**src/rtl/mem_arbiter_ctrl.sv**
```systemverilog
// Round-robin arbiter between an instruction-fetch port and a data port
// sharing one byte-wide RAM; multi-byte items are moved big-endian, one byte per cycle.
module mem_arbiter_ctrl #(
  parameter int ADDR_BITS = 8
) (
  input  logic                 Clk,
  input  logic                 Reset,
  input  logic                 IReq,
  input  logic [31:0]          IAddress,
  output logic [31:0]          IDataOut,
  output logic                 IDone,
  input  logic                 DReq,
  input  logic                 DReadWrite,
  input  logic [1:0]           DSize,
  input  logic [31:0]          DAddress,
  input  logic [31:0]          DDataIn,
  output logic [31:0]          DDataOut,
  output logic                 DDone,
  output logic                 RamEnable,
  output logic                 RamReadWrite,
  output logic [ADDR_BITS-1:0] RamAddress,
  output logic [7:0]           RamDataIn,
  input  logic [7:0]           RamDataOut,
  output logic                 Error,
  output logic                 Busy,
  output logic [1:0]           DbgState
);

  // Handshake: a requester holds its Req level until it sees its one-cycle Done
  // pulse (Error qualifies it); Req is only sampled in IDLE, so a Req still high
  // in the IDLE after DONE is a new request.
  typedef enum logic [1:0] {
    IDLE   = 2'd0,
    ACCESS = 2'd1,
    DONE   = 2'd2
  } state_t;

  state_t                 state_q, state_d;
  logic                   lastgnt_q, lastgnt_d;  // 1: data port granted last
  logic                   port_q, port_d;        // 1: data port owns the access
  logic                   rw_q, rw_d;
  logic                   err_q, err_d;
  logic [1:0]             nlast_q, nlast_d;      // byte count minus one
  logic [1:0]             cnt_q, cnt_d;
  logic [ADDR_BITS-1:0]   addr_q, addr_d;
  logic [31:0]            wdata_q, wdata_d;
  logic [31:0]            asm_q, asm_d;
  logic [31:0]            idata_q, idata_d;
  logic [31:0]            ddata_q, ddata_d;

  logic                   grant;
  logic [1:0]             sel_size;
  logic [31:0]            sel_addr;
  logic                   sel_err;
  logic [31:0]            asm_next;
  logic [1:0]             byte_sel;
  logic                   access;
  logic                   unused_hi;

  // On conflict the port that was not granted last wins.
  assign grant    = DReq & (~IReq | ~lastgnt_q);
  assign sel_size = grant ? DSize : 2'b10;
  assign sel_addr = grant ? DAddress : IAddress;
  assign sel_err  = (sel_size == 2'b11) ||
                    ((sel_size == 2'b10) && (sel_addr[1:0] != 2'b00)) ||
                    ((sel_size == 2'b01) && sel_addr[0]);
  assign asm_next = {asm_q[23:0], RamDataOut};
  assign unused_hi = ^sel_addr[31:ADDR_BITS];

  always_comb begin
    state_d   = state_q;
    lastgnt_d = lastgnt_q;
    port_d    = port_q;
    rw_d      = rw_q;
    err_d     = err_q;
    nlast_d   = nlast_q;
    cnt_d     = cnt_q;
    addr_d    = addr_q;
    wdata_d   = wdata_q;
    asm_d     = asm_q;
    idata_d   = idata_q;
    ddata_d   = ddata_q;
    case (state_q)
      IDLE: begin
        if (IReq || DReq) begin
          lastgnt_d = grant;
          port_d    = grant;
          rw_d      = grant & DReadWrite;
          err_d     = sel_err;
          addr_d    = sel_addr[ADDR_BITS-1:0];
          wdata_d   = grant ? DDataIn : 32'h0;
          nlast_d   = (sel_size == 2'b00) ? 2'd0 : (sel_size == 2'b01) ? 2'd1 : 2'd3;
          cnt_d     = 2'd0;
          asm_d     = 32'h0;
          state_d   = sel_err ? DONE : ACCESS;
        end
      end
      ACCESS: begin
        if (!rw_q) asm_d = asm_next;
        if (cnt_q == nlast_q) begin
          cnt_d   = 2'd0;
          state_d = DONE;
          // Read result becomes visible on DONE entry, including the final byte.
          if (!rw_q) begin
            if (port_q) ddata_d = asm_next;
            else        idata_d = asm_next;
          end
        end else begin
          cnt_d = cnt_q + 2'd1;
        end
      end
      DONE:    state_d = IDLE;
      default: state_d = IDLE;
    endcase
  end

  always_ff @(posedge Clk) begin
    if (Reset) begin
      state_q   <= IDLE;
      lastgnt_q <= 1'b0;
      port_q    <= 1'b0;
      rw_q      <= 1'b0;
      err_q     <= 1'b0;
      nlast_q   <= 2'd0;
      cnt_q     <= 2'd0;
      addr_q    <= '0;
      wdata_q   <= 32'h0;
      asm_q     <= 32'h0;
      idata_q   <= 32'h0;
      ddata_q   <= 32'h0;
    end else begin
      state_q   <= state_d;
      lastgnt_q <= lastgnt_d;
      port_q    <= port_d;
      rw_q      <= rw_d;
      err_q     <= err_d;
      nlast_q   <= nlast_d;
      cnt_q     <= cnt_d;
      addr_q    <= addr_d;
      wdata_q   <= wdata_d;
      asm_q     <= asm_d;
      idata_q   <= idata_d;
      ddata_q   <= ddata_d;
    end
  end

  assign access       = (state_q == ACCESS);
  assign byte_sel     = nlast_q - cnt_q;
  assign RamEnable    = access;
  assign RamReadWrite = access & rw_q;
  assign RamAddress   = access ? (addr_q + ADDR_BITS'(cnt_q)) : '0;
  assign RamDataIn    = (access && rw_q) ? wdata_q[{byte_sel, 3'b000} +: 8] : 8'h0;
  assign IDone        = (state_q == DONE) & ~port_q;
  assign DDone        = (state_q == DONE) & port_q;
  assign Error        = (state_q == DONE) & err_q;
  assign Busy         = (state_q != IDLE);
  assign IDataOut     = idata_q;
  assign DDataOut     = ddata_q;
  assign DbgState     = state_q;

endmodule
```
**config.mk**
```make
export PLATFORM = sky130hd
export DESIGN_NAME = mem_arbiter_ctrl
export DESIGN_NICKNAME = d
export VERILOG_FILES = /design/src/rtl/mem_arbiter_ctrl.sv
export SDC_FILE = /design/constraint.sdc
export NUM_CORES = 1
export LEC_CHECK = 0
export CAP_MARGIN = 20
export CORE_MARGIN = 2
export CORE_UTILIZATION = 48
export CTS_CLUSTER_DIAMETER = 50
export CTS_CLUSTER_SIZE = 28
export DETAILED_ROUTE_END_ITERATION = 10
export PLACE_DENSITY = 0.95
export SLEW_MARGIN = 20
export SYNTH_ARGS = -nofsm -noshare
export SYNTH_HDL_FRONTEND = slang
export SYNTH_SLANG_ARGS = --single-unit
export TNS_END_PERCENT = 5
```
**constraint.sdc**
```tcl
create_clock -name Clk -period 2.8 [get_ports Clk]
set_input_delay 0.28 -clock Clk [delete_from_list [all_inputs] [get_ports Clk]]
set_output_delay 0.28 -clock Clk [all_outputs]
set_load 0.1 [all_outputs]
```
== Yosys cells after proc, flatten, opt, wreduce, memory -nomap -nowiden ==
Index checks and enable logic that the tools add are counted.

* Bits in registers: 137
* Bits of input ports: 111
* Output and inout bits: 88

* Add/subtract/negate cells: 3
* Equal/unequal tests: 9
* Shifts and indexed selects: 1
* Muxes and demuxes: 17
* Bitwise operators: 10
* Reduce and logical (&&, ||, !) cells: 17

{| class="wikitable"
|+ Operators with widths
! kind !! number
|-
| two-way mux 24 bit || 2
|-
| one-hot mux 24 bit (2 select lines) || 1
|-
| two-way mux 32 bit || 1
|-
| variable part select 32 x 6 -> 8 bit || 1
|-
| two-way mux 8 bit || 3
|-
| two-way mux 2 bit || 8
|-
| adder 8 x 2 -> 8 bit || 1
|-
| one-hot mux 2 bit (2 select lines) || 2
|-
| AND reduction 4 bit || 2
|-
| bitwise AND 1 bit || 6
|-
| equality test 2 bit, second input constant || 3
|-
| AND reduction 2 bit || 3
|-
| nonzero test 2 bit || 3
|-
| equality test 2 x 1 -> 1 bit, second input constant || 2
|-
| zero test 2 bit || 2
|-
| != test 2 bit, second input constant || 2
|-
| logical AND 1 bit || 3
|-
| logical OR 1 bit || 3
|-
| NOT 1 bit || 3
|-
| AND reduction 3 bit || 1
|-
| adder 2 x 1 -> 2 bit, second input constant || 1
|-
| equality test 2 bit || 1
|-
| != test 2 x 1 -> 1 bit, second input constant || 1
|-
| subtractor 2 bit || 1
|-
| OR 1 bit || 1
|}

== Longest topological paths before layout ==
* Word-level depth: 11
* Mapped depth: 8
* Gate-level depth less buffers: 6

== Worst setup path after synthesis ==
No wires, ideal clock.

* Kind: reg2out
* Start point: register state_q[0] (netlist: DbgState[0])
* End point: output RamDataIn[6]
* Arrival: 4,707 ps
* Data required time: 2,520 ps
* Setup slack: -2,187 ps
* Stages on the path, launching flop included: 7
* Path buffers: 1
* Cells stage by stage: dfxtp_1 > buf_4 > nand2b_1 > inv_1 > and2_1 > nand2_1 > o22ai_1

* Word-level cells in the longest chain between the ends: 3

{| class="wikitable"
|+ Ends and longest elaborated chain
! element !! RTL line !! source
|-
| from (decl) || 38 || <nowiki>state_t state_q, state_d;</nowiki>
|-
| from (signal assigned) || 132 || <nowiki>state_q <= state_d;</nowiki>
|-
| equality test 2 x 1 -> 1 bit || 147 || <nowiki>assign access = (state_q == ACCESS);</nowiki>
|-
| named net RamEnable || 19 || <nowiki>output logic RamEnable,</nowiki>
|-
| logical AND 1 bit || 152 || <nowiki>assign RamDataIn = (access && rw_q) ? wdata_q[{byte_sel, 3'b000} +: 8] : 8'h0;</nowiki>
|-
| two-way mux 8 bit || 152 ||
|-
| to (decl) || 22 || <nowiki>output logic [7:0] RamDataIn,</nowiki>
|}

The timed path passes the listed nets, and every way through them passes these cells.

== Final worst setup path ==
* Start point: register nlast_q[1]
* End point: output RamDataIn[5]

* Word-level cells in the longest chain between the ends: 3

{| class="wikitable"
|+ Ends and longest elaborated chain
! element !! RTL line !! source
|-
| from (decl) || 43 || <nowiki>logic [1:0] nlast_q, nlast_d;</nowiki>
|-
| from (signal assigned) || 137 || <nowiki>nlast_q <= nlast_d;</nowiki>
|-
| subtractor 2 bit || 148 || <nowiki>assign byte_sel = nlast_q - cnt_q;</nowiki>
|-
| variable part select 32 x 6 -> 8 bit || 152 ||
|-
| two-way mux 8 bit || 152 ||
|}

Every way passes these cells.

==> results summary <==
After synthesis, the netlist uses 48 different library cells. After synthesis the cells add up to 0.00539 mm2. 199 I/O pins were placed. TritonCTS built the clock tree. Across all register-to-register paths, the minimum setup slack is 0.76 ns. The shortest period the worst path allows is 2.61 ns. Counting flops with a built-in enable in the synthesized netlist gives 0. The die outline height came out at 110 um. The number of slew-limit violations in the final report was 0. The max-capacitance violation count came out at 0. Synthesis produced a netlist whose cell count is 625. The count of input and output buffers is 150. The floorplan has 38 rows.

The final instance count without filler cells is 914. The leakage dissipation came out at 2.91 nW. The clock transition at the registers of the reported paths came out at 0.06 ns.

The clock passes through at most 2 buffers. From left edge to right edge, the die measures 110 um. The timing startpoint of the critical path is nlast_q[1]$_SDFFE_PP0P_. The worst hold slack after final layout is 0.228 ns. The depth of the worst register-to-register path came out at 7. The pin count of the biggest net entering global routing came out at 80. The top cell type by area accounts for 50.9% of the synthesized area.

The worst clock skew on the final layout is 0.00684 ns. The number of sinks on the clock net is 137. The share of async-settable or async-resettable flops after synthesis is 0%. The remaining routing DRC violations is 0. The number of iterations in the first detailed-routing pass is 5. The critical path start-end classification is reg2out. The total negative slack for setup checks came out at 0 ns. The cell sitting at the root of the clock tree is a sky130_fd_sc_hd__clkbuf_8. The first-pass GRT wire length is 23,800 um. Timing analysis after detailed placement gives a worst setup slack of 0.282 ns.

The total power after layout came out at 0.00501 W. The half-perimeter wire length after placement is 10,200 um. The number of global-route vias before repair is 4,876.

The remaining global-route overflow is 0. The highest fanout seen on the critical path came out at 6. The via density per instance came out at 5.50. Global routing used 25.7% of the available tracks across all layers. For this run, the post-layout net count is 877. The total wirelength of the detailed-routed design came out at 15,200 um.

Buffers inserted during clock tree synthesis total 17. The worst flop-to-flop path startpoint is nlast_q[0]$_SDFFE_PP0P_. After synthesis the netlist holds a flip-flop and latch count of 137.

By area the synthesized netlist is led by sky130_fd_sc_hd__dfxtp_1 51%, sky130_fd_sc_hd__nand2_1 9.5%, sky130_fd_sc_hd__a22oi_1 7.9%. The share of the clock period used by the worst path is 93.3%. The initial utilization of the core area, before any placement, comes to 49.5%.

Once placement completed, the tool counted placed cells totaling 881. A synthesized cell averages 8.62 um2. The commonest non-fill, non-tap cell in the layout is sky130_fd_sc_hd__nand2_1. The total number of H-tree levels came out at 4. The area of the core came out at 0.0109 mm2. The congestion estimate from routability-driven global placement came to 0.809. In this run the critical register-to-register path is captured at IDataOut[2]$_SDFFE_PP0P_. The critical path arrival is 2.33 ns. The capturing element of the worst setup path is RamDataIn[5]. The power per cell area is 662 mW/mm2. The via total after detailed routing came out at 5,026. Setup repair after global routing left no endpoint under its margin. The count of endpoints failing setup in the final report came out at 0. The type of the tightest min-delay check is in2reg. The final worst setup slack came out at 0.188 ns.

The starting DRC count in detailed routing came out at 298. The worst setup path is launched from a register. The fraction of layout cells with a size suffix above 1 is 22.6%. The worst-margin pin slew came out at 1.01 ns.

The maximum clock frequency is 383 MHz. The area growth from synthesis to layout is 40.5%. The largest total area in the synthesized netlist belongs to sky130_fd_sc_hd__dfxtp_1. The worst pin sits at a relative slew slack of 32.6%.

The area of the die came out at 0.0121 mm2. The clock latency on the worst-skew pair is 0.54 ns. The final-report hold violation count was 0. Among all flip-flop cells after synthesis, the most frequent one is sky130_fd_sc_hd__dfxtp_1. The number of antenna violations at the first check in global routing was 0. Yosys printed 0 warnings.

The run finished with clean final reports. The worst setup path is captured at a primary output. The total nets after synthesis is 740. The routed length per placed instance is 16.6 um.

The remaining number of nets flagged by the antenna check after routing is 0. The library cells used most frequently in the layout, excluding fill and tap cells, are 136 x sky130_fd_sc_hd__nand2_1, 135 x sky130_fd_sc_hd__dfxtp_1, 97 x sky130_fd_sc_hd__buf_4. The diode insertion count for antenna repair came out at 0. The worst-case IR drop observed on VDD is 0.000427 V. The sequential element share of the synthesized area came out at 50.9%.

The critical path data required time came out at 2.52 ns.
## power by group
| part | leakage (nW) | switching [W] | internal [W] |
|---|---|---|---|
| sequential | 1.11 | 0.0000880 | 0.00204 |
| combinational | 1.52 | 0.000565 | 0.000298 |
| clock | 0.271 | 0.000794 | 0.00123 |
## per-stage QoR
step	instance area, um2	utilization (%)
after floorplan	5510	-
after global placement	6980	64.1
after detailed placement	6980	64.1
after CTS	7550	69.4
after global routing	7570	69.5
final	7570	69.5
## kinds of logic (layout without fill, tap and decap cells)
kind of cell             Yosys count  in the layout  share of synthesized area [%]
AND/OR/NAND/NOR                  250            250                           19.6
multiplexers                      16             16                           2.97
flip-flops                       137            137                           50.9
XOR/XNOR                           9              9                           1.74
AO/OA/AOI/OAI                    156            156                           19.2
adder cells (fa/ha/maj)            4              4                           1.07
buffers and inverters             53            202                           4.48
## cell usage after synthesis (7+ instances only)
cell / count
sky130_fd_sc_hd__nand2_2: 10
sky130_fd_sc_hd__clkbuf_1: 36
sky130_fd_sc_hd__a311oi_1: 8
sky130_fd_sc_hd__nor2_1: 78
sky130_fd_sc_hd__a22oi_1: 57
sky130_fd_sc_hd__a21oi_1: 60
sky130_fd_sc_hd__o22ai_1: 8
sky130_fd_sc_hd__mux2i_1: 16
sky130_fd_sc_hd__buf_2: 7
sky130_fd_sc_hd__nand2_1: 136
sky130_fd_sc_hd__a21oi_2: 9
sky130_fd_sc_hd__dfxtp_1: 137
## sequential cells by signal, summed over array words and instances, names as in the netlist
name      cells
DDataOut     32
IDataOut     32
wdata_q      32
asm_q        24
addr_q        8
DbgState      2
cnt_q         2
nlast_q       2
err_q         1
port_q        1
rw_q          1
## final cells by class
class,count,area [um2]
Fill cell,806,3320
Sequential cell,137,2750
Multi-Input combinational cell,435,2560
Timing Repair Buffer,167,1520
Clock buffer,26,508
Tap cell,140,175
Clock inverter,5,36.3
Inverter,4,18.8
## worst min path at each step
stage	from	end	slack [ns]	cells after the start
final	Reset	wdata_q[3]$_SDFFE_PP0P_	0.23	2
after global routing	Reset	wdata_q[3]$_SDFFE_PP0P_	0.25	2
after CTS	Reset	wdata_q[3]$_SDFFE_PP0P_	0.22	2
after detailed placement	IDataOut[5]$_SDFFE_PP0P_	IDataOut[5]$_SDFFE_PP0P_	0.45	2
after global placement	DDataOut[6]$_SDFFE_PP0P_	DDataOut[6]$_SDFFE_PP0P_	0.44	2
after floorplan	RamDataOut[0]	IDataOut[0]$_SDFFE_PP0P_	0.42	2
## routing by layer
layer | wire length [um] | vias up | track usage [%] | share of wire [%]
met2 | 7770 | 202 | 44.9 | 51
met5 | 0 | - | 0 | 0
met4 | 269 | 0 | 10.1 | 1.8
met3 | 1040 | 25 | 7.47 | 6.9
met1 | 6080 | 2374 | 29.2 | 40
li1 | - | 2425 | - | -
## what timing repair did
action / in CTS / in global routing
gates resized for setup: 1 / 2
buffers inserted: 2 / 0
hold buffers: 0 / 0
endpoints found under the hold margin: 0 / 0
endpoints found under the setup margin: 8 / 3
pin swaps: 1 / 0
## critical path, cell delays in order (launching register included)
cell and delay, ns:
sky130_fd_sc_hd__dfxtp_1 0.46, sky130_fd_sc_hd__xor2_4 0.30, sky130_fd_sc_hd__xnor2_4 0.19, sky130_fd_sc_hd__buf_4 0.22, sky130_fd_sc_hd__mux2i_1 0.31, sky130_fd_sc_hd__o22ai_4 0.13
sky130_fd_sc_hd__buf_12 0.18
(Power assumes the default switching activity.)
